--- config.mk ---
export PLATFORM = sky130hd
export DESIGN_NAME = instr_fetch_unit
export DESIGN_NICKNAME = d
export VERILOG_FILES = /design/src/rtl/instr_fetch_unit.sv
export SDC_FILE = /design/constraint.sdc
export NUM_CORES = 1
export LEC_CHECK = 0
export BUFFER_PORTS_ARGS = -buffer_cell sky130_fd_sc_hd__buf_2
export CORE_ASPECT_RATIO = 0.9
export CORE_MARGIN = 3
export CORE_UTILIZATION = 57
export DETAILED_ROUTE_END_ITERATION = 12
export GPL_TIMING_DRIVEN = 0
export PLACE_DENSITY = 0.86
export SETUP_SLACK_MARGIN = 0.3
export SYNTH_ARGS = -nofsm -noshare
export SYNTH_HDL_FRONTEND = slang
export SYNTH_SLANG_ARGS = --single-unit
--- constraint.sdc ---
create_clock -name clk -period 4.9 [get_ports clk]
set_input_delay 1.47 -clock clk [delete_from_list [all_inputs] [get_ports clk]]
set_output_delay 1.47 -clock clk [all_outputs]
set_load 0.01 [all_outputs]
--- src/rtl/instr_fetch_unit.sv ---
// Instruction fetch front end: drives the PC into instruction memory, tracks
// the single in-flight request, and buffers returned words in a small queue
// that decode drains over a valid/ready handshake. Issue is throttled by
// credit (queued entries plus the in-flight word) so a response always has
// a free slot waiting for it.
module instr_fetch_unit #(
    parameter logic [31:0] RESET_PC  = 32'h0,
    parameter int unsigned DEPTH     = 4,
    parameter int unsigned MEM_BYTES = 1024
) (
    input  logic        clk,
    input  logic        rst,
    output logic [31:0] pc_out,
    input  logic [31:0] mem_instr,
    input  logic        mem_stop,
    output logic        dq_valid,
    output logic [31:0] dq_instr,
    output logic [31:0] dq_pc,
    input  logic        dq_ready,
    input  logic        redirect_valid,
    input  logic [31:0] redirect_pc,
    output logic        halted,
    output logic [31:0] fetch_cnt
);

    localparam int PW = (DEPTH > 1) ? $clog2(DEPTH) : 1;
    localparam int CW = $clog2(DEPTH + 1);
    localparam logic [CW:0] DEPTH_C   = (CW + 1)'(DEPTH);
    localparam logic [31:0] MEM_LIMIT = 32'(MEM_BYTES);

    typedef enum logic {
        S_RUN  = 1'b0,
        S_HALT = 1'b1
    } state_t;

    state_t          state_q;
    logic [31:0]     pc_q;
    logic            inflight_v_q;
    logic [31:0]     inflight_pc_q;
    logic [31:0]     q_pc_q    [DEPTH];
    logic [31:0]     q_instr_q [DEPTH];
    logic [PW-1:0]   rd_ptr_q;
    logic [PW-1:0]   wr_ptr_q;
    logic [CW-1:0]   count_q;
    logic [31:0]     fetch_cnt_q;

    logic            run;
    logic            stop_resp;
    logic            push;
    logic            pop;
    logic            issue;
    logic            pc_in_range;
    logic [CW:0]     credit_used;

    // Decode this cycle's events from registered state and the memory response.
    always_comb begin
        run         = (state_q == S_RUN);
        pc_in_range = (pc_q < MEM_LIMIT);
        credit_used = {1'b0, count_q} + {{CW{1'b0}}, inflight_v_q};
        stop_resp   = run && inflight_v_q && mem_stop;
        push        = run && inflight_v_q && !mem_stop;
        pop         = (count_q != '0) && dq_ready;
        issue       = run && !redirect_valid && !stop_resp
                      && (credit_used < DEPTH_C) && pc_in_range;
    end

    // Control state: PC, in-flight tracking, queue pointers, RUN/HALT FSM.
    // Redirect outranks everything except reset and discards same-cycle
    // push, pop and stop.
    always_ff @(posedge clk) begin
        if (rst) begin
            state_q       <= S_RUN;
            pc_q          <= RESET_PC;
            inflight_v_q  <= 1'b0;
            inflight_pc_q <= RESET_PC;
            rd_ptr_q      <= '0;
            wr_ptr_q      <= '0;
            count_q       <= '0;
            fetch_cnt_q   <= '0;
        end else if (redirect_valid) begin
            state_q      <= S_RUN;
            pc_q         <= redirect_pc & ~32'h3;
            inflight_v_q <= 1'b0;
            rd_ptr_q     <= '0;
            wr_ptr_q     <= '0;
            count_q      <= '0;
        end else begin
            inflight_v_q <= issue;
            if (issue) begin
                inflight_pc_q <= pc_q;
                pc_q          <= pc_q + 32'd4;
            end
            // A stop word rewinds the PC to the terminating address.
            if (stop_resp) begin
                state_q <= S_HALT;
                pc_q    <= inflight_pc_q;
            end else if (run && !pc_in_range && !inflight_v_q) begin
                state_q <= S_HALT;
            end
            if (push) begin
                wr_ptr_q    <= wr_ptr_q + PW'(1);
                fetch_cnt_q <= fetch_cnt_q + 32'd1;
            end
            if (pop) begin
                rd_ptr_q <= rd_ptr_q + PW'(1);
            end
            if (push && !pop) begin
                count_q <= count_q + CW'(1);
            end else if (pop && !push) begin
                count_q <= count_q - CW'(1);
            end
        end
    end

    // Queue storage: written at the tail on every accepted response.
    always_ff @(posedge clk) begin
        if (push && !redirect_valid && !rst) begin
            q_pc_q[wr_ptr_q]    <= inflight_pc_q;
            q_instr_q[wr_ptr_q] <= mem_instr;
        end
    end

    assign pc_out    = pc_q;
    assign dq_valid  = (count_q != '0);
    assign dq_pc     = q_pc_q[rd_ptr_q];
    assign dq_instr  = q_instr_q[rd_ptr_q];
    assign halted    = (state_q == S_HALT) && (count_q == '0);
    assign fetch_cnt = fetch_cnt_q;

endmodule

# After elaboration in Yosys (flattened, before gate mapping)
# Memory sizes are Yosys's and may differ from the RTL's. A register that Yosys moved wholly into a read port is not among the register bits.
# Cells that the tools add are included.
[totals]
register_bits = 105
latchBits = 0
ramBits = 256
mem_bits_ro = 0
output_inout_bits = 130
elab_cells = 67
n_memories = 2
[classes]
addsub = 7
mul = 0
div_mod_pow = 0
n_lt_le_gt_ge = 2
eq_ne = 0
shifts = 0
mux = 13
n_bitwise = 2
n_reduce_logical = 32
[mem_list]
columns = ["name", "words", "word_bits", "read_ports", "rd_ports_with_merged_regs", "wr", "line_no", "source"]
rows = [
  ["q_instr_q", 4, 32, 1, 1, 1, "41", "logic [31:0] q_instr_q [DEPTH];"],
  ["q_pc_q", 4, 32, 1, 1, 1, "40", "logic [31:0] q_pc_q [DEPTH];"],
]
[ops]
columns = ["op", "n"]
rows = [
  ["$mux W32", 3],
  ["$add A32 B1 Y32 const B", 1],
  ["$add A32 B3 Y32 const B", 1],
  ["$lt A32 B11 Y1 const B", 1],
  ["$logic_and A1 B1 Y1", 15],
  ["$logic_not A1 Y1", 8],
  ["$mux W2", 4],
  ["$mux W3", 2],
  ["$reduce_bool A2 Y1", 3],
  ["$reduce_bool A3 Y1", 2],
  ["$add A2 B1 Y2 const B", 2],
  ["$add A3 B1 Y4", 1],
  ["$lt A4 B3 Y1 const B", 1],
  ["$mux W1", 4],
  ["$reduce_and A2 Y1", 2],
  ["$add A3 B1 Y3 const B", 1],
  ["$logic_not A3 Y1", 1],
  ["$sub A3 B1 Y3 const B", 1],
  ["$not A1 Y1", 2],
  ["$reduce_or A2 Y1", 1],
]

# Depth between registers and ports, before layout
[depth]
word_depth = 10
ltp_mapped = 8

# Worst setup path after synthesis
# Ideal clock, no wire load.
[synth_timing]
path_type = "input-to-reg"
startpoint = "in redirect_valid"
endpoint = "mem q_instr_q[0][0], enable pin"
setup_ns = 0.429
t_arrival_ns = 3.611
setup_slack_ns = 0.860
path_stages = 4
path_cell_list = "clkbuf_1 > clkbuf_1 > nor2_1 > and3_1"
[synth_between]
elab_chain_len = 5
[synth_lines]
columns = ["item", "line_no", "source"]
rows = [
  ["from (decl)", "20", "input logic redirect_valid,"],
  ["$logic_not A1 Y1", "117", "if (push && !redirect_valid && !rst) begin"],
  ["$logic_and A1 B1 Y1 (2 in series)", "117", ""],
  ["$mux W1", "117", ""],
  ["$mux W1 (not written as such)", "119", "q_instr_q[wr_ptr_q] <= mem_instr;"],
  ["to (decl)", "41", ""],
]
# No other way between the ends.

==> results.tsv <==
stage	metric	value	unit
outcome	outcome	finished, final reports clean	
sta	Slew headroom	39.1	%
logic_synthesis	post-synth design cell area	14000	sq um
critical_path	category of the most critical setup path	reg -> out	
sta	final hold violation count	0	
floorplanning	Core Area	23700	sq um
global_route	number of global-route vias before repair	9035	
critical_path	Crit path arrival time	2.65	ns
route	Initial DRT Pass Iterations	7	
final_layout	Layout Area Growth over Synthesis	18.8	%
route	detailed-route DRC error count	0	
place	routability-driven placement congestion ratio	0.964	
clock_tree	Hold-fix buffers, CTS	0	
global_route	GRT Overall Usage	24.5	%
place	Detailed Place HPWL	21.3	mm
route	overall via count from detail_route	8789	
pwr	Gate power share	2.8	%
worst_hold_path	number of cells on the worst hold path	2	
logic_synthesis	Post-Synthesis Cells	898	
sta	setup repair after global routing missed its margin	false	
critical_path	maximum fanout encountered on the critical timing path	10	
sta	count of final setup violators	0	
place	port bufs	195	
logic_synthesis	total of flip-flops plus latches after synthesis	363	
logic_synthesis	count of warnings emitted by yosys	0	
floorplanning	area of the die	26400	sq um
floorplanning	Chip Width	171	microns
logic_synthesis	number of unique standard cell types used by synthesis	57	
critical_path	Data required, critical path	3.43	ns
critical_path	highest-delay cell along the critical path	sky130_fd_sc_hd__mux4_2	
final_layout	nets	1212	
sta	fmax	243	MHz
clock_tree	TritonCTS clock tree	built	
critical_path	startpoint types	flip-flop	
logic_synthesis	commonest cells in the netlist	sky130_fd_sc_hd__edfxtp_1, sky130_fd_sc_hd__dfxtp_1, sky130_fd_sc_hd__nor2_1, sky130_fd_sc_hd__mux4_2, sky130_fd_sc_hd__nand2_1	
logic_synthesis	number of flops mapped to enable cells by yosys	256	
clock_tree	clock latency at the later pin of the worst-skew pair	0.52	ns
pwr	worst vdd rail ir drop	0.234	mV
clock_tree	buffer type at the clock tree root	sky130_fd_sc_hd__clkbuf_16	
route	Post-DRT Antenna Nets	0	
floorplanning	number of top-level pins	199	
logic_synthesis	leading cell type by number of instances after synthesis	sky130_fd_sc_hd__edfxtp_1	
final_layout	share of post-route cells with drive strength above 1	29.8	%
pwr	Switching Share	20.1	%
sta	post-route minimum period	4.12	ns
logic_synthesis	mean cell area of the mapped netlist	15.5	sq um
clock_tree	number of clock sinks seen by CTS	363	
floorplanning	number of standard-cell rows in the floorplan	53	
floorplanning	Chip Height	154	microns
critical_path	number of cells on the critical path	4	
pwr	switching component of the power	1240	uW
clock_tree	TritonCTS buffer count	36	
place	area after detailed placement	15400	sq um
critical_path	most prevalent standard cell on the critical path	sky130_fd_sc_hd__buf_2	
logic_synthesis	sequential-to-total area share from yosys stat	70.4	%
logic_synthesis	cell type with the largest total area after synthesis	sky130_fd_sc_hd__edfxtp_1	
route	final wirelength	32.6	mm
clock_tree	post-CTS setup buffer count	0	
critical_path	length in cells of the worst reg-to-reg path	6	
logic_synthesis	Post-synth ARST share	0	%
critical_path	cell chain of the critical path	clkbuf_1 > buf_2 > mux4_2 > buf_2	
critical_path	Crit path max-delay family	buffers and inverters	
logic_synthesis	top area cells in the synthesized netlist	sky130_fd_sc_hd__edfxtp_1, sky130_fd_sc_hd__dfxtp_1, sky130_fd_sc_hd__mux4_2	
worst_hold_path	hold crit path type	reg -> reg	
clock_tree	post-cts resize count	0	
global_route	number of antenna violations at the first check in global routing	0	
final_layout	utilization after layout	69.9	%
critical_path	WP buf/inv	3	
pwr	proportion of power drawn by the clock network	43.5	%
sta	clock skew	0.0193	ns
route	number of DRC markers in iteration 0	840	
route	WL/cell	22.3	microns
clock_tree	count of H-tree levels built during CTS	2	
final_layout	final standard cell area without fillers	16600	sq um
logic_synthesis	share of Yosys cell area claimed by the top area cell type	55.1	%
floorplanning	starting utilization of the core area	58.8	%
critical_path	kind of capture point of the worst setup path	output pin	
route	Via-to-Cell Ratio	6.00	
final_layout	fillcell total	1582	
sta	slew at the pin closest to its max-slew limit	0.906	ns
final_layout	diode count	0	
logic_synthesis	main flop type after synthesis	sky130_fd_sc_hd__edfxtp_1	
sta	max-slew violations	0	
flow_run	Max-Cap Viols	0	
pwr	static leakage power	0.00583	uW
pwr	Power per Cell Area	372	nW/um^2
sta	share of the cycle needed by the critical path after routing	84.2	%
critical_path	largest stage delay on the critical path	0.60	ns
pwr	cell internal pwr	4920	uW
global_route	pin count of the biggest net entering global routing	52	
global_route	global-route wire length before repair	49.9	mm
logic_synthesis	post-synth net total	975	
global_route	Congestion Overflow GR	0	
clock_tree	Max Buffers Root-to-Sink	3	
clock_tree	Reg clk slew, reported paths	0.06	ns
pwr	relative contribution of sequential cells to total power	53.6	%
==> worst paths after layout <==
path                                 start                to  slack (ns)
worst min register to register   flip-flop         flip-flop        0.49
worst max register to register  pc_out[12]  inflight_pc_q[2]        2.23
worst min-delay path             flip-flop         flip-flop        0.49
worst max-delay path             flip-flop         dq_pc[28]        0.78
==> tightest hold or removal path: stages (launching register included) <==
cell and delay (ns):
sky130_fd_sc_hd__dfxtp_1 0.33, sky130_fd_sc_hd__nand2_1 0.06, sky130_fd_sc_hd__a21oi_1 0.06
==> kinds of logic (layout without fill, tap and decap cells) <==
| group | count (synthesis) | count (layout) | synth area share [%] |
|---|---|---|---|
| xor gates and xnor gates | 38 | 38 | 2.38 |
| muxes | 77 | 77 | 11.3 |
| adders and majority gates | 8 | 8 | 0.771 |
| DFF | 363 | 363 | 70.4 |
| buffers and inverters | 55 | 319 | 1.63 |
| AOI/OAI and AO/OA | 93 | 93 | 4.18 |
| and+or+nand+nor | 264 | 264 | 9.34 |
==> layer usage <==
metal	GRT usage [%]	routed length, microns	vias up
met5	0	0	-
met4	7.78	915	0
met3	6.49	3470	87
met2	39.3	15400	515
met1	33.1	12800	4299
li1	-	-	3888
==> state kept, by name (all words and copies together) (netlist names), named ones only <==
register,cells
q_instr_q,128
q_pc_q,128
fetch_cnt,32
inflight_pc_q,32
pc_out,30
count_q,3
rd_ptr_q,2
wr_ptr_q,2
inflight_v_q,1
state_q,1
==> through the flow <==
stage / setup TNS [ns] / hold slack [ns] / total power, uW / setup slack, ns / cells
3_3_place_gp: -169.18 / 0.459 / 3530 / -0.677 / 1395
3_5_place_dp: 0 / 0.464 / 3540 / 1.25 / 1399
2_1_floorplan: 0 / 0.466 / 3440 / 0.860 / 898
5_1_grt: 0 / 0.516 / 6320 / 0.615 / 1464
4_1_cts: 0 / 0.491 / 6190 / 0.709 / 1464
6_report: 0 / 0.492 / 6160 / 0.776 / 1464
==> power groups by stage <==
stage                     clock, uW  combinational (uW)  sequential [uW]
after global placement            0                 161             3370
after detailed placement          0                 167             3370
final                          2680                 174             3310
after CTS                      2720                 170             3300
after global routing           2830                 186             3300
after floorplan                   0                72.0             3370
==> layout by cell type, fill, tap and decap left out, types with 3 or more instances in the layout <==
cell type	n
sky130_fd_sc_hd__mux2i_1	12
sky130_fd_sc_hd__mux4_2	64
sky130_fd_sc_hd__a31oi_1	4
sky130_fd_sc_hd__nor3_2	4
sky130_fd_sc_hd__o21ai_0	13
sky130_fd_sc_hd__edfxtp_1	256
sky130_fd_sc_hd__nand4_1	15
sky130_fd_sc_hd__a211oi_1	9
sky130_fd_sc_hd__buf_1	7
sky130_fd_sc_hd__clkinv_1	8
sky130_fd_sc_hd__nor4_1	10
sky130_fd_sc_hd__buf_2	206
sky130_fd_sc_hd__ha_1	7
sky130_fd_sc_hd__xor2_1	21
sky130_fd_sc_hd__a21oi_1	47
sky130_fd_sc_hd__and3_1	3
sky130_fd_sc_hd__or3_1	4
sky130_fd_sc_hd__bufinv_16	3
sky130_fd_sc_hd__dfxtp_1	107
sky130_fd_sc_hd__clkbuf_1	38
sky130_fd_sc_hd__and2_1	24
sky130_fd_sc_hd__or2_2	5
sky130_fd_sc_hd__a221oi_1	4
sky130_fd_sc_hd__and3_4	4
sky130_fd_sc_hd__inv_1	9
sky130_fd_sc_hd__buf_16	4
sky130_fd_sc_hd__xnor2_1	17
sky130_fd_sc_hd__nor3_1	4
sky130_fd_sc_hd__nand3_1	20
sky130_fd_sc_hd__clkbuf_16	37
sky130_fd_sc_hd__nand2_1	63
sky130_fd_sc_hd__nor2_1	91
==> area by class of cell <==
| class | count | area [sq um] | area share, % |
|---|---|---|---|
| flip-flops and latches | 363 | 9830 | 59.3 |
| multi-input cells | 480 | 3920 | 23.6 |
| repair buffers | 199 | 1090 | 6.55 |
| clock buffers | 51 | 998 | 6.02 |
| well taps | 302 | 378 | 2.28 |
| plain buffers | 45 | 190 | 1.15 |
| clock inverters | 14 | 144 | 0.868 |
| inverters | 10 | 37.5 | 0.226 |
(Power assumes the default switching activity.)
